**config.mk**
```make
export PLATFORM = sky130hd
export DESIGN_NAME = ssd_scan_ctrl
export DESIGN_NICKNAME = d
export VERILOG_FILES = /design/src/rtl/ssd_pkg.sv /design/src/rtl/ssd_hex_decode.sv /design/src/rtl/ssd_scan_ctrl.sv
export SDC_FILE = /design/constraint.sdc
export NUM_CORES = 1
export LEC_CHECK = 0
export ABC_AREA = 1
export BUFFER_PORTS_ARGS = -buffer_cell sky130_fd_sc_hd__buf_2
export CELL_PAD_IN_SITES_DETAIL_PLACEMENT = 1
export CELL_PAD_IN_SITES_GLOBAL_PLACEMENT = 2
export CORE_UTILIZATION = 33
export CTS_CLUSTER_DIAMETER = 40
export DETAILED_ROUTE_END_ITERATION = 6
export HOLD_SLACK_MARGIN = 0.12
export PLACE_DENSITY = 0.87
export REMOVE_ABC_BUFFERS = 1
export SETUP_SLACK_MARGIN = 0.2
export SYNTH_ARGS = -nofsm -noshare
export SYNTH_HDL_FRONTEND = slang
export SYNTH_SLANG_ARGS = --single-unit
```
**constraint.sdc**
```tcl
create_clock -name ssd_scan_ctrl_clk -period 3.7 [get_ports ssd_scan_ctrl_clk]
set_input_delay 0.185 -clock ssd_scan_ctrl_clk [delete_from_list [all_inputs] [get_ports ssd_scan_ctrl_clk]]
set_output_delay 0.185 -clock ssd_scan_ctrl_clk [all_outputs]
set_load 0.05 [all_outputs]
```
**src/rtl/ssd_pkg.sv**
```systemverilog
`default_nettype none
// ============================================================================
// Module   : ssd_pkg
// Purpose  : Shared constants for the seven-segment scan controller.
//            Contains the active-low segment patterns, the dark values for the
//            anode and cathode buses, and the scan state encoding.
// Revision : 1.0 - initial release
// ============================================================================
package ssd_pkg;

   // Dark values for the active-low cathode and anode buses
   localparam logic [6:0] SEG_OFF = 7'h7F;
   localparam logic [7:0] AN_OFF  = 8'hFF;

   // Active-low cathode patterns, bit order {g,f,e,d,c,b,a}
   localparam logic [6:0] SEG_0 = 7'b1000000;
   localparam logic [6:0] SEG_1 = 7'b1111001;
   localparam logic [6:0] SEG_2 = 7'b0100100;
   localparam logic [6:0] SEG_3 = 7'b0110000;
   localparam logic [6:0] SEG_4 = 7'b0011001;
   localparam logic [6:0] SEG_5 = 7'b0010010;
   localparam logic [6:0] SEG_6 = 7'b0000010;
   localparam logic [6:0] SEG_7 = 7'b1111000;
   localparam logic [6:0] SEG_8 = 7'b0000000;
   localparam logic [6:0] SEG_9 = 7'b0010000;
   localparam logic [6:0] SEG_A = 7'b0001000;
   localparam logic [6:0] SEG_B = 7'b0000011;
   localparam logic [6:0] SEG_C = 7'b1000110;
   localparam logic [6:0] SEG_D = 7'b0100001;
   localparam logic [6:0] SEG_E = 7'b0000110;
   localparam logic [6:0] SEG_F = 7'b0001110;

   // Scan state: SHOW drives the digit, BLANK is the optional dead time
   typedef enum logic [0:0] {
      SHOW  = 1'b0,
      BLANK = 1'b1
   } scan_state_t;

endpackage
`default_nettype wire

```
**src/rtl/ssd_hex_decode.sv**
```systemverilog
`default_nettype none
// ============================================================================
// Module   : ssd_hex_decode
// Purpose  : Combinational 4-bit hex to 7-segment active-low decoder.
// Revision : 1.0 - initial release
// ============================================================================
module ssd_hex_decode
   import ssd_pkg::*;
(
   input  logic [3:0] hex,
   output logic [6:0] seg
);

   // Table lookup of the nibble into its cathode pattern
   always_comb begin
      seg = SEG_OFF;
      case (hex)
         4'h0: seg = SEG_0;
         4'h1: seg = SEG_1;
         4'h2: seg = SEG_2;
         4'h3: seg = SEG_3;
         4'h4: seg = SEG_4;
         4'h5: seg = SEG_5;
         4'h6: seg = SEG_6;
         4'h7: seg = SEG_7;
         4'h8: seg = SEG_8;
         4'h9: seg = SEG_9;
         4'hA: seg = SEG_A;
         4'hB: seg = SEG_B;
         4'hC: seg = SEG_C;
         4'hD: seg = SEG_D;
         4'hE: seg = SEG_E;
         4'hF: seg = SEG_F;
         default: seg = SEG_OFF;
      endcase
   end

endmodule
`default_nettype wire

```
**src/rtl/ssd_scan_ctrl.sv**
```systemverilog
`default_nettype none
// ============================================================================
// Module   : ssd_scan_ctrl
// Purpose  : Time-multiplexed scan controller for an 8-digit common-anode
//            seven-segment bank. Walks a one-hot active-low anode, drives the
//            matching nibble's pattern and snapshots the display word once per
//            frame so digits never tear.
// Options  : SSD_SCAN_BLANK_EN - when defined, the last BLANK_CYCLES cycles of
//            every digit slot are dark (anti-ghosting dead time).
// Revision : 1.0 - initial release
// ============================================================================
module ssd_scan_ctrl
   import ssd_pkg::*;
#(
   parameter int REFRESH_DIV  = 100000,
   parameter int NUM_DIGITS   = 8,
   parameter int BLANK_CYCLES = 1000
)
(
   input  logic        ssd_scan_ctrl_clk,
   input  logic        ssd_scan_ctrl_rst,
   input  logic        ssd_scan_ctrl_en,
   input  logic [31:0] ssd_scan_ctrl_data,
   input  logic [7:0]  ssd_scan_ctrl_dp,
   input  logic [7:0]  ssd_scan_ctrl_mask,
   output logic [7:0]  ssd_scan_ctrl_an,
   output logic [6:0]  ssd_scan_ctrl_cc,
   output logic        ssd_scan_ctrl_dp_out,
   output logic [2:0]  ssd_scan_ctrl_idx,
   output logic        ssd_scan_ctrl_frame_done
);

   localparam int             DIV_W     = $clog2(REFRESH_DIV);
   localparam logic [DIV_W-1:0] DIV_LAST  = DIV_W'(REFRESH_DIV - 1);
   localparam logic [DIV_W-1:0] DIV_BLANK = DIV_W'(REFRESH_DIV - 1 - BLANK_CYCLES);
   localparam logic [2:0]     IDX_LAST  = 3'(NUM_DIGITS - 1);

`ifdef SSD_SCAN_BLANK_EN
   localparam bit BLANK_EN = 1'b1;
`else
   localparam bit BLANK_EN = 1'b0;
`endif

   logic [1:0]       rst_sync;
   logic             rst_int;
   logic [DIV_W-1:0] div_cnt;
   logic [2:0]       digit_idx;
   logic             load_pending;
   logic [31:0]      snap_data;
   logic [7:0]       snap_dp;
   logic [7:0]       snap_mask;
   scan_state_t      state_q;
   scan_state_t      state_d;
   logic             tick;
   logic             frame_wrap;
   logic             snap_load;
   logic             lit;
   logic [6:0]       seg;
   logic [7:0]       an_q;
   logic [6:0]       cc_q;
   logic             dp_q;
   logic             frame_done_q;

   // Reset asserts immediately and releases two clocks later, on a clock edge
   always_ff @(posedge ssd_scan_ctrl_clk or posedge ssd_scan_ctrl_rst) begin
      if (ssd_scan_ctrl_rst) rst_sync <= 2'b11;
      else                   rst_sync <= {rst_sync[0], 1'b0};
   end
   assign rst_int = rst_sync[1];

   assign tick       = ssd_scan_ctrl_en & (div_cnt == DIV_LAST);
   assign frame_wrap = tick & (digit_idx == IDX_LAST);
   assign snap_load  = ssd_scan_ctrl_en & (load_pending | frame_wrap);

   // Slot divider, digit index and end-of-frame pulse
   always_ff @(posedge ssd_scan_ctrl_clk or posedge rst_int) begin
      if (rst_int) begin
         div_cnt      <= '0;
         digit_idx    <= 3'd0;
         frame_done_q <= 1'b0;
      end else begin
         frame_done_q <= frame_wrap;
         if (ssd_scan_ctrl_en) div_cnt <= tick ? '0 : div_cnt + 1'b1;
         if (tick) digit_idx <= (digit_idx == IDX_LAST) ? 3'd0 : digit_idx + 3'd1;
      end
   end

   // Frame snapshot: first enabled cycle after reset, then at each frame wrap
   always_ff @(posedge ssd_scan_ctrl_clk or posedge rst_int) begin
      if (rst_int) begin
         load_pending <= 1'b1;
         snap_data    <= '0;
         snap_dp      <= '0;
         snap_mask    <= '0;
      end else begin
         if (ssd_scan_ctrl_en) load_pending <= 1'b0;
         if (snap_load) begin
            snap_data <= ssd_scan_ctrl_data;
            snap_dp   <= ssd_scan_ctrl_dp;
            snap_mask <= ssd_scan_ctrl_mask;
         end
      end
   end

   // Scan state register
   always_ff @(posedge ssd_scan_ctrl_clk or posedge rst_int) begin
      if (rst_int) state_q <= SHOW;
      else         state_q <= state_d;
   end

   // Next-state: dead time starts BLANK_CYCLES before the slot end, ends on tick
   always_comb begin
      state_d = state_q;
      case (state_q)
         SHOW:    if (BLANK_EN && ssd_scan_ctrl_en && (div_cnt == DIV_BLANK) && !tick)
                     state_d = BLANK;
         BLANK:   if (tick) state_d = SHOW;
         default: state_d = SHOW;
      endcase
   end

   ssd_hex_decode u_hex_decode (
      .hex (snap_data[{digit_idx, 2'b00} +: 4]),
      .seg (seg)
   );

   assign lit = ssd_scan_ctrl_en & (state_q == SHOW) & snap_mask[digit_idx];

   // Registered pin drivers; masked, blanked or disabled slots stay dark
   always_ff @(posedge ssd_scan_ctrl_clk or posedge rst_int) begin
      if (rst_int) begin
         an_q <= AN_OFF;
         cc_q <= SEG_OFF;
         dp_q <= 1'b1;
      end else begin
         an_q <= lit ? ~(8'd1 << digit_idx) : AN_OFF;
         cc_q <= lit ? seg : SEG_OFF;
         dp_q <= lit ? ~snap_dp[digit_idx] : 1'b1;
      end
   end

   assign ssd_scan_ctrl_an         = an_q;
   assign ssd_scan_ctrl_cc         = cc_q;
   assign ssd_scan_ctrl_dp_out     = dp_q;
   assign ssd_scan_ctrl_idx        = digit_idx;
   assign ssd_scan_ctrl_frame_done = frame_done_q;

endmodule
`default_nettype wire

```
==> impl_metrics.ini <==
[sta]
slew_violations = 0
post-route-period-util_pct = 72.8
tns_ns = 0
worst_slew_pin_slew_ns = 1.11
timing.final.ws_setup_ns = 1.01
setup_viol = 0
hold_viol = 0
max_freq_ghz = 0.371
skew_ns = 0.00905
rsz0062_at_grt = false
max_slew_margin_pct = 26.0
fin_crit_ns = 2.69

[run]
maxCapViolations = 0

[final_layout]
fin_nets = 744
antennaDiodeCount = 0
drive_above_1_share_pct = 17.6
area_growth_pct = 27.1

[grt]
grt_usage_pct = 19.5
use_met1_pct = 22.4
first_global_vias = 4594
antenna_found_initial = 0
gr-usage-met3_pct = 3.54
top_usage_layer = met2
grt_max_degree = 62
grt_pass1_wl_mm = 21.8
grt.overflow.total = 0
grtUsageMet2_pct = 35.4

[worst_setup_path]
worstPathMaxFanout = 17
cp.required_ns = 3.94
crit_buf_inv = 2
critPathArrivalTime_ns = 2.93
cp-start-kind = flop
crit_path_end_kind = flop
crit_chain = inv_1, nand3_1, nand2_1, o21ai_1, inv_1, ha_1, nand3_1, nand2_1, nand2_1, nand3_1
cp_slowest_cell = dfrtp_1
critPathKind = reg -> reg
reg2reg_depth = 10
max_stage_delay_ns = 0.70
crit_cells = 10
cpLargestDelayFamily = flip-flops

[clocking]
clk_latency_ns = 0.35
cts_resized = 0
post_cts_buffers = 0
cts_inserted_buffers = 9
hold_buffers = 48
cts-htree-levels = 3
cts_tree = built
cts_buffer_depth = 2
cts_sinks = 89
clk_pin_slew_ns = 0.07
cts-root-buf = clkbuf_16

[routing]
num_vias = 4110
routedWlPerCell_um = 14.7
drc = 0
drtIter0Drc = 180
antenna_left = 0
via_per_inst = 4.77
wirelength_mm = 12.6
firstDrtPassIters = 4

[floorplanning]
io_pins = 71
rows = 42
die_h_um = 119
die_w_um = 119
start_util_pct = 34.0
die-area_um2 = 14200
core_area_um2 = 13300

[logic_synthesis]
synth_warnings = 0
synth_top_area_cell = dfrtp_1
yosysMostFrequentCell = nand2_1
synthCells = 575
synth_common_cells = nand2_1, nand3_1, dfrtp_1
synth-seq-cells = 89
netlist_area_um2 = 4540
synth_top_area_share_pct = 38.6
yosys.cell_types.count = 29
ys_top_cells_by_area = dfrtp_1, nand2_1, nand3_1
ys.flop_type = dfrtp_1
avgSynthCellArea_um2 = 7.89
async_reset_ff_share_pct = 100
seq_area_frac_synth_pct = 49.6
synth_edf_count = 0

[worst_hold_path]
whs_path_depth = 3
hold_class = in -> reg

[place]
port_buffers = 70
gp_congestion = 0.803
hpwl_mm = 8.32
post-place-ws_ns = 0.931

[power_and_ir_drop]
power.density_nw_per_um2 = 441
ir_worst_vdd_mv = 0.260
leakage_nw = 2.97

[run_status]
outcome = finished clean
power by group:
group	switching, mW	total (mW)	internal [mW]
sequential	0.0902	1.16	1.07
clock	0.415	1.01	0.599
combinational	0.207	0.363	0.156
routing by layer:
layer | routed length [µm] | part of all wire (%) | vias to the layer above
li1 | - | - | 2025
met3 | 318 | 2.5 | 21
met5 | 0 | 0 | -
met2 | 6530 | 52 | 73
met1 | 5490 | 43 | 1991
met4 | 295 | 2.3 | 0
cell type report:
cell class	count	area, µm²
repair buffers	122	861
fillers	1658	7580
inverters	65	248
multi-input cells	394	1860
flip-flops and latches	89	2250
clock inverters	7	101
clock buffers	9	225
well taps	176	220
worst reg2reg max path: stages, from the launching register on:
cell and delay, ns:
dfrtp_1 0.70, inv_1 0.46, nand3_1 0.20, nand2_1 0.08, o21ai_1 0.42, inv_1 0.13, ha_1 0.24, nand3_1 0.14
nand2_1 0.08, nand2_1 0.05, nand3_1 0.07
state kept, by name, indices dropped and copies added (netlist names):
signal and flops:
snap_data 32, div_cnt 17, ssd_scan_ctrl_an 8, ssd_scan_ctrl_idx 3
state_q 1, snap_mask 8, ssd_scan_ctrl_cc 7, ssd_scan_ctrl_dp_out 1
load_pending 1, rst_sync 2, ssd_scan_ctrl_frame_done 1, snap_dp 8
stage by stage:
step                power, mW  instance area (µm²)  hold WS (ns)  cells  util [%]
floorplan                1.38                 4360        0.0965    548         -
global placement         1.48                 4960         0.212    798      37.2
detailed placement       1.51                 4960         0.222    798      37.2
CTS                      2.57                 5770         0.127    862      43.2
global route             2.67                 5770         0.139    862      43.2
finish                   2.54                 5770         0.135    862      43.2
layout by cell type (no fill, tap or decap):
master / n
clkinv_4: 1
xor2_1: 4
nand3_1: 103
nand4_1: 7
conb_1: 1
clkbuf_16: 9
clkinvlp_4: 1
a41oi_1: 1
dlygate4sd3_1: 48
inv_1: 62
nor4_1: 1
buf_2: 70
nand2_2: 4
a21oi_1: 6
ha_1: 12
buf_4: 4
nor2_2: 3
dfstp_2: 19
inv_6: 1
o21ai_2: 1
nor2_4: 1
clkinv_2: 2
inv_8: 1
nor2_1: 30
bufinv_16: 2
nor3_1: 11
clkinv_1: 1
nand3_4: 1
a32o_1: 2
dfrtp_1: 70
nand2_1: 192
inv_4: 1
o21ai_0: 11
xnor2_1: 2
o21ai_1: 1
final timing paths:
kind	from	slack, ns	endpoint
setup / recovery	ssd_scan_ctrl_idx[1]	1.01	ssd_scan_ctrl_cc[5]
hold / removal	ssd_scan_ctrl_dp[7]	0.14	snap_dp[7]
setup reg to reg	ssd_scan_ctrl_idx[1]	1.01	ssd_scan_ctrl_cc[5]
hold reg to reg	rst_sync[0]	0.36	rst_sync[1]
max in group asynchronous	rst_sync[1]	2.22	ssd_scan_ctrl_dp_out
min in group asynchronous	ssd_scan_ctrl_rst	0.41	rst_sync[0]
kinds of logic (layout without fill, tap and decap cells):
logic type,count (synthesis),after routing,synth area share [%]
compound gates,22,22,2.81
fa+ha+maj,12,12,3.31
xor+xnor,6,6,1.16
flops,89,89,49.6
buf+inv,92,203,9.38
other cells,1,1,0.0827
simple gates,353,353,33.6
Note: power is estimated with default switching activity, not from simulation.
